$ cat src/rtl/uart_rx_byte_fifo.sv
// Receive byte buffer: FWFT FIFO turning un-throttled UART byte pulses into an AXIS byte stream.
// Latency: a byte pulsed in cycle N is presented on m_axis in cycle N+1.
// Backpressure: none upstream; a byte arriving while full with no read that cycle is dropped and counted.
module uart_rx_byte_fifo #(
    parameter int fifo_depth       = 16,
    parameter int timeout_clk_n    = 17360,
    parameter int simulation_delay = 1
) (
    input  logic                          clk,
    input  logic                          rst_n,
    input  logic [7:0]                    s_byte_data,
    input  logic                          s_byte_valid,
    output logic [7:0]                    m_axis_data,
    output logic                          m_axis_valid,
    input  logic                          m_axis_ready,
    output logic [$clog2(fifo_depth):0]   fifo_cnt,
    output logic                          fifo_full,
    output logic                          fifo_empty,
    input  logic [$clog2(fifo_depth):0]   thresh,
    output logic                          thresh_reached,
    output logic                          ovf_flag,
    output logic [7:0]                    ovf_cnt,
    input  logic                          ovf_clr,
    output logic                          timeout_pulse
);

    localparam int AW = $clog2(fifo_depth);
    localparam int CW = AW + 1;
    localparam int TW = $clog2(timeout_clk_n);
    localparam logic [CW-1:0] DEPTH   = CW'(fifo_depth);
    localparam logic [TW-1:0] TMO_MAX = TW'(timeout_clk_n - 1);
    localparam logic [TW-1:0] TMO_PRE = TW'(timeout_clk_n - 2);

    // Register updates are zero-delay; simulation_delay is accepted only for drop-in compatibility.
    if (simulation_delay < 0) begin : g_negative_sim_delay
    end

    logic [7:0]    mem [fifo_depth];
    logic [AW-1:0] wr_ptr;
    logic [AW-1:0] rd_ptr;
    logic [CW-1:0] cnt_next;
    logic [TW-1:0] tmo_cnt;
    logic          wr_en;
    logic          rd_en;
    logic          drop;
    logic          tmo_clr;
    logic          tmo_inc;

    assign fifo_empty   = (fifo_cnt == '0);
    assign fifo_full    = (fifo_cnt == DEPTH);
    assign m_axis_valid = !fifo_empty;
    assign m_axis_data  = mem[rd_ptr];

    assign rd_en   = m_axis_valid && m_axis_ready;
    assign wr_en   = s_byte_valid && (!fifo_full || rd_en);
    assign drop    = s_byte_valid && !wr_en;
    assign tmo_clr = wr_en || rd_en || fifo_empty;
    assign tmo_inc = !tmo_clr && (tmo_cnt != TMO_MAX);

    always_comb begin
        cnt_next = fifo_cnt;
        if (wr_en && !rd_en) begin
            cnt_next = fifo_cnt + CW'(1);
        end else if (rd_en && !wr_en) begin
            cnt_next = fifo_cnt - CW'(1);
        end
    end

    always_ff @(posedge clk) begin
        if (wr_en) begin
            mem[wr_ptr] <= s_byte_data;
        end
    end

    always_ff @(posedge clk or negedge rst_n) begin
        if (!rst_n) begin
            wr_ptr         <= '0;
            rd_ptr         <= '0;
            fifo_cnt       <= '0;
            thresh_reached <= 1'b0;
        end else begin
            if (wr_en) begin
                wr_ptr <= wr_ptr + AW'(1);
            end
            if (rd_en) begin
                rd_ptr <= rd_ptr + AW'(1);
            end
            fifo_cnt       <= cnt_next;
            thresh_reached <= (thresh != '0) && (cnt_next >= thresh);
        end
    end

    // A drop in the same cycle as a clear restarts the count at one.
    always_ff @(posedge clk or negedge rst_n) begin
        if (!rst_n) begin
            ovf_flag <= 1'b0;
            ovf_cnt  <= '0;
        end else if (drop) begin
            ovf_flag <= 1'b1;
            if (ovf_clr) begin
                ovf_cnt <= 8'd1;
            end else if (ovf_cnt != 8'hFF) begin
                ovf_cnt <= ovf_cnt + 8'd1;
            end
        end else if (ovf_clr) begin
            ovf_flag <= 1'b0;
            ovf_cnt  <= '0;
        end
    end

    // The pulse is raised on the single increment that lands on the terminal value, so a held counter never re-fires.
    always_ff @(posedge clk or negedge rst_n) begin
        if (!rst_n) begin
            tmo_cnt       <= '0;
            timeout_pulse <= 1'b0;
        end else begin
            if (tmo_clr) begin
                tmo_cnt <= '0;
            end else if (tmo_inc) begin
                tmo_cnt <= tmo_cnt + TW'(1);
            end
            timeout_pulse <= tmo_inc && (tmo_cnt == TMO_PRE);
        end
    end

endmodule

$ cat config.mk
export PLATFORM = sky130hd
export DESIGN_NAME = uart_rx_byte_fifo
export DESIGN_NICKNAME = d
export VERILOG_FILES = /design/src/rtl/uart_rx_byte_fifo.sv
export SDC_FILE = /design/constraint.sdc
export NUM_CORES = 1
export LEC_CHECK = 0
export CAP_MARGIN = 20
export CORE_ASPECT_RATIO = 1.5
export CORE_MARGIN = 2
export CORE_UTILIZATION = 51
export DETAILED_ROUTE_END_ITERATION = 10
export PLACE_DENSITY = 0.68
export SYNTH_ARGS = -nofsm -noshare
export SYNTH_HDL_FRONTEND = slang
export SYNTH_SLANG_ARGS = --single-unit
$ cat constraint.sdc
create_clock -name clk -period 5.5 [get_ports clk]
set_input_delay 1.65 -clock clk [delete_from_list [all_inputs] [get_ports clk]]
set_output_delay 1.65 -clock clk [all_outputs]
set_load 0.02 [all_outputs]
==> results of run 1 <==
-- placed cells by master (no fill, tap or decap), drive strengths merged, types with 2 or more instances in the layout --
cell type      instances
nor4                   2
nor2b                  6
or3                    5
and2                   5
or4                    3
clkdlybuf4s50         43
mux2                   2
o31ai                  2
a22oi                 16
buf                   10
xnor2                 10
xor2                   9
o21ai                 10
dfrtp                 39
clkinv                 7
clkbuf                18
nand4                 13
o22ai                  2
mux4                  32
and3                   3
a21oi                 12
mux2i                  2
nand2                 32
edfxtp               128
inv                   14
nor3                   8
and4                   3
nor2                  30
a211oi                 3
a211o                  2
ha                    15
bufinv                 4
a31oi                  2
nand2b                 4
nand3                  9
-- worst max-delay path by stage --
stage,startpoint,endpoint,slack [ns],depth (start not counted)
after floorplan,m_axis_ready,thresh_reached$_DFF_PN0_,2.14,9
after global placement,m_axis_ready,mem[7][2]$_DFFE_PP_,1.29,5
after detailed placement,s_byte_valid,mem[4][2]$_DFFE_PP_,1.19,4
after CTS,rd_ptr[0]$_DFFE_PN0P_,m_axis_data[3],0.86,5
after global routing,rd_ptr[0]$_DFFE_PN0P_,m_axis_data[7],0.75,5
final,rd_ptr[0]$_DFFE_PN0P_,m_axis_data[3],0.96,5
-- power groups by stage --
stage / Combinational (uW) / Sequential [uW] / Clock, uW
finish: 1140 / 1650 / 1230
global route: 1230 / 1670 / 1290
CTS: 1160 / 1650 / 1250
detailed placement: 1160 / 1680 / 0
global placement: 1140 / 1670 / 0
floorplan: 809 / 1610 / 0
-- routing by layer --
layer	part of all wire (%)	global-route usage (%)	wire length [um]
met5	0	0	0
met1	40	23.56	5530
met2	56	35.67	7727
met3	2.5	4.171	344
met4	2.1	7.329	293
-- sequential cells by signal, indices dropped and copies added, names as in the netlist --
| signal | count |
|---|---|
| fifo_cnt | 5 |
| mem | 128 |
| ovf_cnt | 8 |
| ovf_flag | 1 |
| rd_ptr | 4 |
| thresh_reached | 1 |
| timeout_pulse | 1 |
| tmo_cnt | 15 |
| wr_ptr | 4 |
-- per-stage QoR --
step / hold WS [ns] / std cells
global route: 0.5108 / 679
floorplan: 0.4933 / 455
detailed placement: 0.4765 / 648
global placement: 0.4630 / 648
finish: 0.4899 / 679
CTS: 0.4907 / 679
-- critical path, stage by stage (launching register included) --
cell	delay (ns)
sky130_fd_sc_hd__dfrtp_2	0.79
sky130_fd_sc_hd__buf_4	0.33
sky130_fd_sc_hd__mux4_2	0.51
sky130_fd_sc_hd__a22oi_1	0.19
sky130_fd_sc_hd__nand2_1	0.10
sky130_fd_sc_hd__clkdlybuf4s50_1	0.54
-- kinds of logic after synthesis --
kind of cell               count (synthesis)  share of synthesized area, %
buffers and inverters                     35                         2.160
AOI/OAI and AO/OA                         54                         5.006
xor gates and xnor gates                  19                         2.336
and+or+nand+nor                          129                         9.433
muxes                                     36                         10.77
adders and majority gates                 15                         2.635
DFF                                      167                         67.66
-- layout make-up --
class / instances / area (um2)
Fill cell: 1006 / 5264
Tap cell: 162 / 202.7
Multi-Input combinational cell: 253 / 2150
Sequential cell: 167 / 4821
Timing Repair Buffer: 53 / 503.0
Inverter: 13 / 48.80
Clock inverter: 13 / 180.2
Clock buffer: 18 / 429.2
==> run summary, run 1 <==
The first global-routing pass estimated 22,230 um of wire. Summed over all cells, the static leakage comes to 0.002927 uW. For this run, design rule violations remaining after detail routing come to 0. The floorplan step set the die width to 100.5 um. The synthesized area divided by synthesized cell count is 15.66 um2.

In this run, distinct cell masters in the synthesized netlist total 48. The endpoint of the worst register-to-register path was thresh_reached$_DFF_PN0_. Power consumption: 4017 uW.

Of the synthesized area, sequential elements account for 67.66%. The type of element capturing the critical path is a primary output. In this run the worst path has a maximum fanout of 20.

The number of buffers inserted by hold repair at cts is 0. The number of buffers added on ports is 44, and the die boundary height is 148.7 um. Number of antenna violations at the first check in global routing: 0. The run finished with clean final reports. The final net count came out at 538. The number of hold-slack violations in the final timing report is 0. Most used flip-flop cell after synthesis: sky130_fd_sc_hd__edfxtp_1.

sky130_fd_sc_hd__edfxtp_1 takes more of the synthesized area than any other cell. Setup violations remaining at the end of the flow were counted as 0. The data required time at the worst endpoint came out at 3.85 ns.

The worst slew margin relative to its limit is 31.68%, and the fraction of post-synthesis cell area in the top cell type by area is 53.96%. The later pin in the worst-skew pair is clocked with a latency of 0.42 ns. The die covers 14,950 um2.

Combinational logic burns 28.4% of the power. The post-synthesis net count is 488, and the period utilization is 82.63%. Sorting the synthesized cells by area gives the leading types as sky130_fd_sc_hd__edfxtp_1, sky130_fd_sc_hd__dfrtp_1, sky130_fd_sc_hd__mux4_2, sky130_fd_sc_hd__ha_1, sky130_fd_sc_hd__a22oi_1.

Synthesis produced 455 cells. Kind of start point of the critical path: a flop. The placed instances occupy a cell area of 7725 um2. At the end of routability-driven placement, the weighted congestion stood at 0.8218. The minimum setup slack after placement came out at 1.187 ns. TritonCTS built the clock tree.

The floorplan has 52 rows. By count the netlist is led by sky130_fd_sc_hd__edfxtp_1, sky130_fd_sc_hd__dfrtp_1, sky130_fd_sc_hd__mux4_2, sky130_fd_sc_hd__nand2_1, sky130_fd_sc_hd__nor2_1. The worst register-to-register path has a setup slack of 2.46 ns. The routed design could run at a clock period as short as 4.545 ns.

Net switching is 29.79% of the power. The total power divided by cell area is 482.0 nW/um2. Dividing the detail-routed via count by the number of cells gives 5.906.

Once detailed placement completed, the half-perimeter wirelength came to 9608 um. Data on the critical path arrives at its endpoint at 2.89 ns. Setup slack on the critical path of the routed design comes to 0.9554 ns. The logs give 1197 uW for the switching power and 7123 um2 for the synthesized cell area. The worst setup path is of the reg -> out kind.

The H-tree was split into 4 levels. Setup repair after global routing left no endpoint under its margin. The share of final-layout standard cells stronger than drive strength 1 is 14.89%, and the antenna cell count is 0. The clock passes through at most 2 buffers. End of the worst hold path: rd_ptr[1]$_DFFE_PN0P_. The worst hold path passes through 2 cells. The setup skew after layout came out at 0.01243 ns. Static timing analysis puts the maximum clock frequency at 0.2200 GHz. The starting utilization of the core area is 52.38%.

The min-delay analysis places its worst path in the category reg -> reg. The count of nets left with antenna violations once routing finished came out at 0. The worst register-to-register path begins at fifo_cnt[0]$_DFF_PN0_.

The clock slew at the register clock pins of the worst setup and hold paths is 0.06 ns, and the number of synthesized flops with an enable pin is 128. The floorplan step defined a core boundary enclosing 13,600 um2. The CTS root buffer was sky130_fd_sc_hd__clkbuf_16.

Counting flops with an async set or reset pin after synthesis yields a share of 23.35%. The count of max-cap constraint violations is 0, and the via count of the first global-routing pass is 4,142. For the routed wire length, the log shows 13,890 um. For the final total negative setup slack, the log shows 0 ns.

During synthesis, Yosys emitted a total of 0 warnings. The number of pins exceeding their max-slew limit in the final report is 0. The worst register-to-register path has a depth of 11.

Startpoint of the most critical hold path: rd_ptr[1]$_DFFE_PN0P_. Pin placement for this block handled 45 I/O pins. The CTS sink count was 167. The logs give 0 for the residual overflow from global routing and 4,010 for the via count. The share of total power in sequential cells is 41.0%, and the worst vdd rail ir drop is 0.0002318 V. The final core area utilization is 61.29%, and the total track usage is 19.95%. The buffer count from post-CTS setup fixing was 0; the internal power component was 2820 uW. The tools report the final design instance area without fill as 8334 um2. After detailed routing, the average wire length per cell comes to 20.46 um.

The most common cell in the synthesized netlist is sky130_fd_sc_hd__edfxtp_1. The tools report the maximum number of pins on one net before global-route repair as 40. Synthesis inferred 167 register bits. In this run, the clock network consumes 30.6% of the power. Compared with the post-synthesis result, the final layout area differs by 17.00%. In this run, the number of DRC markers left after iteration 0 of detailed routing was 179. The first TritonRoute pass finished after 6 iterations. Actual transition at the worst max-transition pin: 1.021 ns.

The number of gates given a new drive strength after cts was 0. The number of CTS-inserted buffers was 17.
Note: power is estimated with default switching activity, not from simulation.
==> run 2: changes to the inputs <==
- PLACE_DENSITY: 0.68 -> 0.71
- clock period: 5.5 -> 4.14 ns (I/O delays scaled with it)
==> run 2 against run 1 <==
Effect of this change: power is 32% higher; global-route usage up 0.33 points; flip-flop and latch count stayed put; critical endpoint unchanged; highest routed layer unchanged.
==> run summary, run 2 (synthesized netlist as in run 1, its figures left out) <==
The logs give 0 (unchanged) for the antenna cell count and 7745 um2 (was 7725 um2) for the total placed instance area. Gate family responsible for the most delay along the worst path: buffers and inverters (unchanged). The number of antenna violations at the first check in global routing came out at 0 (unchanged).

The number of hold-slack violations in the final timing report was 0 (unchanged). The register name with the most flops was mem (unchanged). TritonCTS built the clock tree. The total power divided by cell area was 638.6 nW/um2 (was 482.0 nW/um2).

The area overhead of the layout relative to synthesis was 17.00% (unchanged); the worst vdd rail ir drop was 0.0003611 V (was 0.0002318 V). The average routed wire per standard cell is 21.20 um (was 20.46 um). Largest registers in the final layout: mem x128, tmo_cnt x15, ovf_cnt x8 (unchanged). The run gives 45 (unchanged) as the number of I/O pins.

The clock latency of the later-clocked register in the worst-skew pair was 0.43 ns (was 0.42 ns). The number of failing setup endpoints in the final timing report is 0 (unchanged), and the share of final-layout standard cells stronger than drive strength 1 is 15.80% (was 14.89%). Final core area utilization: 61.29% (unchanged). The tools report the routed wire length as 14,440 um (was 13,890 um). The total track usage was 20.27% (was 19.95%); the via count of the first global-routing pass was 4,100 (was 4,142).

The logs give 4 (unchanged) for the number of H-tree branching levels and 4,099 (was 4,010) for the via count. The total buffers and inverters traversed by the critical path is 2 (unchanged). The wire length of the first global-routing pass is 22,020 um (was 22,230 um), and the detailed-routing iteration count for the pre-antenna-repair pass is 5 (was 6). Leakage power of the design: 0.002916 uW (was 0.002927 uW).

For the CTS sink count, the log shows 167 (unchanged). The count of max-cap constraint violations was 0 (unchanged); the largest fanout on the critical path was 17 (was 20). The run gives 52.38% (unchanged) as the starting utilization of the core area. The buffer levels on the longest clock path is 2 (unchanged), and the actual transition at the worst max-transition pin is 0.8795 ns (was 1.021 ns). The logs give 0 (unchanged) for the buffer count from post-CTS setup fixing and 13,600 um2 (unchanged) for the area of the core.

The x dimension of the die is 100.5 um (unchanged), and the delay contributed by the slowest stage of the critical path is 0.61 ns (was 0.79 ns). Highest-count cells in the layout ignoring fill and taps: sky130_fd_sc_hd__edfxtp_1, sky130_fd_sc_hd__clkdlybuf4s50_1, sky130_fd_sc_hd__dfrtp_1, sky130_fd_sc_hd__mux4_2, sky130_fd_sc_hd__nand2_1 (unchanged). Type of the worst setup path: reg -> out (unchanged). The number of pins exceeding their max-slew limit in the final report was 0 (unchanged). The CTS root buffer was sky130_fd_sc_hd__clkbuf_16 (unchanged).

The final design instance area without fill is 8334 um2 (unchanged). The tools report the number of buffers inserted by hold repair at cts as 0 (unchanged). The setup skew after layout was 0.01562 ns (was 0.01243 ns); the worst slew margin relative to its limit was 41.37% (was 31.68%).

The kind of start point of the critical path is a flop (unchanged). The type of the most critical hold path is reg -> reg (unchanged). The DRC marker count from the first detailed-route iteration was 222 (was 179); the period utilization was 96.03%. For the number of CTS-inserted buffers, the log shows 17 (unchanged). Type of element capturing the critical path: a primary output (unchanged).

The detail-routed via count per cell is 6.019 (was 5.906). The data required time at the worst endpoint is 2.90 ns (was 3.85 ns). The flow ran to the end, and the final reports show no timing, DRC or antenna violations. The critical path's slowest cell was sky130_fd_sc_hd__dfrtp_2 (unchanged). The detailed placement HPWL is 9740 um (was 9608 um). The final period demand of the worst path works out to 3.976 ns.

The die boundary height was 148.7 um (unchanged). The number of buffers added on ports works out to 44 (unchanged). The final net count is 539 (was 538).

The clock slew at the register clock pins of the worst setup and hold paths works out to 0.07 ns (was 0.06 ns). The commonest non-fill, non-tap cell in the layout is sky130_fd_sc_hd__edfxtp_1 (unchanged). The data arrival time of the worst path is 2.73 ns (was 2.89 ns), and the floorplan row count is 52 (unchanged).

Final total negative setup slack: 0 ns (unchanged). Setup repair after global routing left no endpoint under its margin. The residual overflow from global routing was 0 (unchanged); the number of DRC violations after detailed routing was 0 (unchanged). The final weighted congestion in routability-driven placement is 0.8260 (was 0.8218), and the die area is 14,950 um2 (unchanged).

For the remaining number of nets flagged by the antenna check after routing, the log shows 0 (unchanged). The flip-flop count of the largest register, all copies and words added works out to 128 (unchanged). For the number of gates given a new drive strength after cts, the log shows 0 (unchanged). For the maximum number of pins on one net before global-route repair, the log shows 40 (unchanged). Worst path cell trace: buf_12 > mux4_2 > a22oi_1 > nand2_1 > clkdlybuf4s50_1 (was buf_4 > mux4_2 > a22oi_1 > nand2_1 > clkdlybuf4s50_1). Derived from the worst setup path, the maximum achievable clock frequency is 0.2515 GHz.
-- run 2: worst reg2reg max path: stages (launching register included) --
cell and delay, ns:
sky130_fd_sc_hd__dfrtp_1 0.45, sky130_fd_sc_hd__inv_1 0.13, sky130_fd_sc_hd__ha_1 0.21, sky130_fd_sc_hd__or4b_1 0.56, sky130_fd_sc_hd__and2_4 0.23, sky130_fd_sc_hd__mux2_4 0.29
sky130_fd_sc_hd__xnor2_1 0.13, sky130_fd_sc_hd__ha_1 0.27, sky130_fd_sc_hd__nand2b_1 0.14, sky130_fd_sc_hd__a211o_1 0.29, sky130_fd_sc_hd__o211ai_1 0.08, sky130_fd_sc_hd__a21oi_1 0.08
-- run 2: routing by layer --
metal | global-route usage [%] | routed length (um)
met4 | 8.767 | 349
met5 | 0 | 0
met2 | 35.91 | 7936
met3 | 4.733 | 720
met1 | 23.29 | 5430
-- run 2: worst paths after layout --
kind,start,endpoint,slack (ns),depth (start not counted)
worst min register to register,ovf_flag$_DFFE_PN0P_,ovf_flag$_DFFE_PN0P_,0.54,2
worst max register to register,fifo_cnt[0]$_DFF_PN0_,thresh_reached$_DFF_PN0_,1.17,11
min in group asynchronous,rst_n,ovf_cnt[0]$_DFFE_PN0P_,0.93,1
worst max-delay path,rd_ptr[0]$_DFFE_PN0P_,m_axis_data[3],0.16,5
max in group asynchronous,rst_n,rd_ptr[0]$_DFFE_PN0P_,2.59,1
worst min-delay path,ovf_flag$_DFFE_PN0P_,ovf_flag$_DFFE_PN0P_,0.54,2
-- run 2: power by group --
group          leakage (uW)  internal, uW  switching [uW]
logic              0.000969           752             838
registers           0.00167          2010             167
clock network      0.000274           898             661
total               0.00292          3660            1670
-- run 2: area by class of cell --
class,count,area (um2)
clock buffers,17,425.4
fillers,1014,5264
multi-input cells,253,2150
clock inverters,15,163.9
repair buffers,54,523.0
well taps,162,202.7
inverters,13,48.80
flip-flops and latches,167,4821
-- run 2: per-stage QoR --
stage	worst slack, ns	total power (uW)	hold WS [ns]	cells
floorplan	1.186	3219	0.4933	455
global placement	0.4544	3771	0.5222	649
detailed placement	0.4033	3807	0.5245	649
CTS	0.1014	5369	0.5487	681
global route	0.01733	5537	0.5638	681
finish	0.1642	5322	0.5422	681
==> run 3: changes to the inputs <==
- CAP_MARGIN: 20 -> default
- PLACE_DENSITY: 0.71 -> 0.68
- REMOVE_ABC_BUFFERS: default -> 1
- clock period: 4.14 -> 5 ns (I/O delays scaled with it)
==> run 3 against run 2 <==
Effect of this change: flip-flop and latch count stayed put; die area stayed put; clock power is 13% lower; largest cell class unchanged; highest routed layer unchanged.
==> run summary, run 3 (synthesized netlist as in run 1, its figures left out) <==
The run finished with clean final reports. The x dimension of the die came out at 100.5 um (unchanged). The floorplan row count is 52 (unchanged), and the leakage power of the design is 0.002910 uW (was 0.002916 uW).

The number of hold-slack violations in the final timing report is 0 (unchanged), and the number of antenna violations at the first check in global routing is 0 (unchanged). The data arrival time of the worst path is 2.86 ns (was 2.73 ns). The share of final-layout standard cells stronger than drive strength 1 works out to 14.53% (was 15.80%).

The worst hold margin came out at 0.5247 ns (was 0.5422 ns). The logs give 0.42 ns (was 0.43 ns) for the clock latency of the later-clocked register in the worst-skew pair and 0 (unchanged) for the buffer count from post-CTS setup fixing. The detail-routed via count per cell is 5.909 (was 6.019). The run gives 0 (unchanged) as the number of pins exceeding their max-slew limit in the final report. Internal power component: 3114 uW (was 3656 uW). Actual transition at the worst max-transition pin: 0.9003 ns (was 0.8795 ns). The tools report the final total negative setup slack as 0 ns (unchanged). The minimum setup slack after placement is 0.9584 ns (was 0.4033 ns), and the worst vdd rail ir drop is 0.0003098 V (was 0.0003611 V). The run gives 1321 uW (was 1666 uW) as the switching power. DRC marker count from the first detailed-route iteration: 202 (was 222). The total power divided by cell area was 532.1 nW/um2 (was 638.6 nW/um2); the share of total power in sequential cells was 40.8% (about the same). The number of buffers added on ports was 44 (unchanged).

For the count of max-cap constraint violations, the log shows 0 (unchanged). The capturing element of the worst setup path is m_axis_data[3] (unchanged). Timing would allow up to 0.2292 GHz. The final net count was 536 (was 539); the number of DRC violations after detailed routing was 0 (unchanged). The via count was 4,006 (was 4,099).

The average routed wire per standard cell was 20.72 um (was 21.20 um); the routed wire length was 14,050 um (was 14,440 um). The flip-flop count of the largest register, all copies and words added works out to 128 (unchanged). Type of the most critical hold path: reg -> reg (unchanged).

The die boundary height is 148.7 um (unchanged), and the clock slew at the register clock pins of the worst setup and hold paths is 0.06 ns (was 0.07 ns). The number of buffers inserted by hold repair at cts is 0 (unchanged). Setup skew after layout: 0.005058 ns (was 0.01562 ns). The kind of start point of the critical path is a flop (unchanged).

For the wire length of the first global-routing pass, the log shows 22,370 um (was 22,020 um). Cell depth of the worst flop-to-flop path: 11 (unchanged). The CTS sink count is 167 (unchanged).

The starting utilization of the core area was 52.38% (unchanged). The final weighted congestion in routability-driven placement is 0.8237 (was 0.8260), and the maximum number of pins on one net before global-route repair is 40 (unchanged). The combinational power share was 28.8% (was 29.9%); the number of H-tree branching levels was 4 (unchanged). Highest-count cells in the layout ignoring fill and taps: sky130_fd_sc_hd__edfxtp_1, sky130_fd_sc_hd__clkdlybuf4s50_1, sky130_fd_sc_hd__dfrtp_1, sky130_fd_sc_hd__mux4_2, sky130_fd_sc_hd__nand2_1 (unchanged).

The data required time at the worst endpoint is 3.50 ns (was 2.90 ns). The commonest non-fill, non-tap cell in the layout is sky130_fd_sc_hd__edfxtp_1 (unchanged). Detailed placement HPWL: 9422 um (was 9740 um).

Endpoint of the worst register-to-register path: thresh_reached$_DFF_PN0_ (unchanged). Largest registers in the final layout: mem x128, tmo_cnt x15, ovf_cnt x8 (unchanged). Number of I/O pins: 45 (unchanged). The final worst-path setup slack was 0.6375 ns (was 0.1642 ns); the number of CTS-inserted buffers was 17 (unchanged). The tools report the buffer levels on the longest clock path as 2 (unchanged).

The tools report the CTS root buffer as sky130_fd_sc_hd__clkbuf_16 (unchanged). TritonCTS built the clock tree. The run gives 678 (was 681) as the number of non-filler instances in the completed layout. Type of element capturing the critical path: a primary output (unchanged). The final period demand of the worst path is 4.363 ns, and the antenna cell count is 0 (unchanged). The final core area utilization is 61.30% (was 61.29%).

Register name with the most flops: mem (unchanged). The launching point of the worst reg2reg path is fifo_cnt[0]$_DFF_PN0_ (unchanged). The logs give 30.4% (was 29.3%) for the share of power burned in the clock network and 646 (was 649) for the number of cells in the design after placement. The detailed-routing iteration count for the pre-antenna-repair pass is 4 (was 5), and the fraction of power spent switching nets is 29.80% (was 31.31%). The largest fanout on the critical path works out to 19 (was 17). The area overhead of the layout relative to synthesis is 17.02% (was 17.00%), and the number of failing setup endpoints in the final timing report is 0 (unchanged).

The logs give 1.95 ns (was 1.17 ns) for the setup slack on the worst flop-to-flop path and 4,164 (was 4,100) for the via count of the first global-routing pass. The area of the core is 13,600 um2 (unchanged). The residual overflow from global routing is 0 (unchanged), and the worst slew margin relative to its limit is 39.98% (was 41.37%). For the number of gates given a new drive strength after cts, the log shows 0 (unchanged).

Worst setup path startpoint: rd_ptr[0]$_DFFE_PN0P_ (unchanged). The worst path uses 87.25% of the clock period. The total track usage was 20.54% (was 20.27%). Remaining number of nets flagged by the antenna check after routing: 0 (unchanged). Type of the worst setup path: reg -> out (unchanged). Setup repair after global routing left no endpoint under its margin. The die area came out at 14,950 um2 (unchanged).
==> run 3: cell types whose count changed in the layout (fill, tap and decap cells not counted) <==
cell	previous run	this run
sky130_fd_sc_hd__inv_6	6	1
sky130_fd_sc_hd__buf_4	9	6
sky130_fd_sc_hd__clkbuf_1	0	3
sky130_fd_sc_hd__bufinv_16	2	4
sky130_fd_sc_hd__clkinv_1	0	1
sky130_fd_sc_hd__clkinvlp_4	5	4
==> run 3: through the flow <==
stage	power [uW]	cell area, um2
finish	4435	8335
global route	4648	8335
CTS	4489	8335
detailed placement	3137	7722
global placement	3109	7722
floorplan	2631	7018
==> run 3: how the worst min path moves through the flow <==
stage                     startpoint                    end  slack [ns]  depth (start not counted)
4_1_cts         ovf_flag$_DFFE_PN0P_   ovf_flag$_DFFE_PN0P_        0.54                          2
5_1_grt        rd_ptr[3]$_DFFE_PN0P_  rd_ptr[3]$_DFFE_PN0P_        0.58                          1
2_1_floorplan  rd_ptr[3]$_DFFE_PN0P_  rd_ptr[3]$_DFFE_PN0P_        0.49                          1
3_5_place_dp   rd_ptr[1]$_DFFE_PN0P_  rd_ptr[1]$_DFFE_PN0P_        0.53                          2
6_report        ovf_flag$_DFFE_PN0P_   ovf_flag$_DFFE_PN0P_        0.52                          2
3_3_place_gp   rd_ptr[3]$_DFFE_PN0P_  rd_ptr[3]$_DFFE_PN0P_        0.51                          1
==> run 3: metal layers <==
metal	vias up	track usage (%)	part of all wire, %
met5	-	0	0
met4	0	7.055	1.6
met3	16	5.248	4.5
met2	111	35.84	55
met1	2018	24.70	39
li1	1861	-	-
==> run 3: power by group through the flow <==
stage,logic [uW],clock network (uW),registers [uW]
global placement,1280,0,1830
CTS,1300,1370,1810
floorplan,750,0,1880
finish,1280,1350,1810
global route,1380,1430,1840
detailed placement,1300,0,1840
==> run 3: area by class of cell <==
class | count | area [um2]
clock buffers | 20 | 436.7
well taps | 162 | 202.7
multi-input cells | 253 | 2150
flip-flops and latches | 167 | 4821
fillers | 998 | 5263
inverters | 13 | 48.80
repair buffers | 51 | 500.5
clock inverters | 12 | 176.4
==> run 3: critical path: stages, from the launching register on <==
cell and delay (ns):
sky130_fd_sc_hd__dfrtp_2 0.74, sky130_fd_sc_hd__buf_12 0.27, sky130_fd_sc_hd__mux4_2 0.51, sky130_fd_sc_hd__a22oi_1 0.29, sky130_fd_sc_hd__nand2_1 0.08, sky130_fd_sc_hd__clkdlybuf4s50_1 0.54
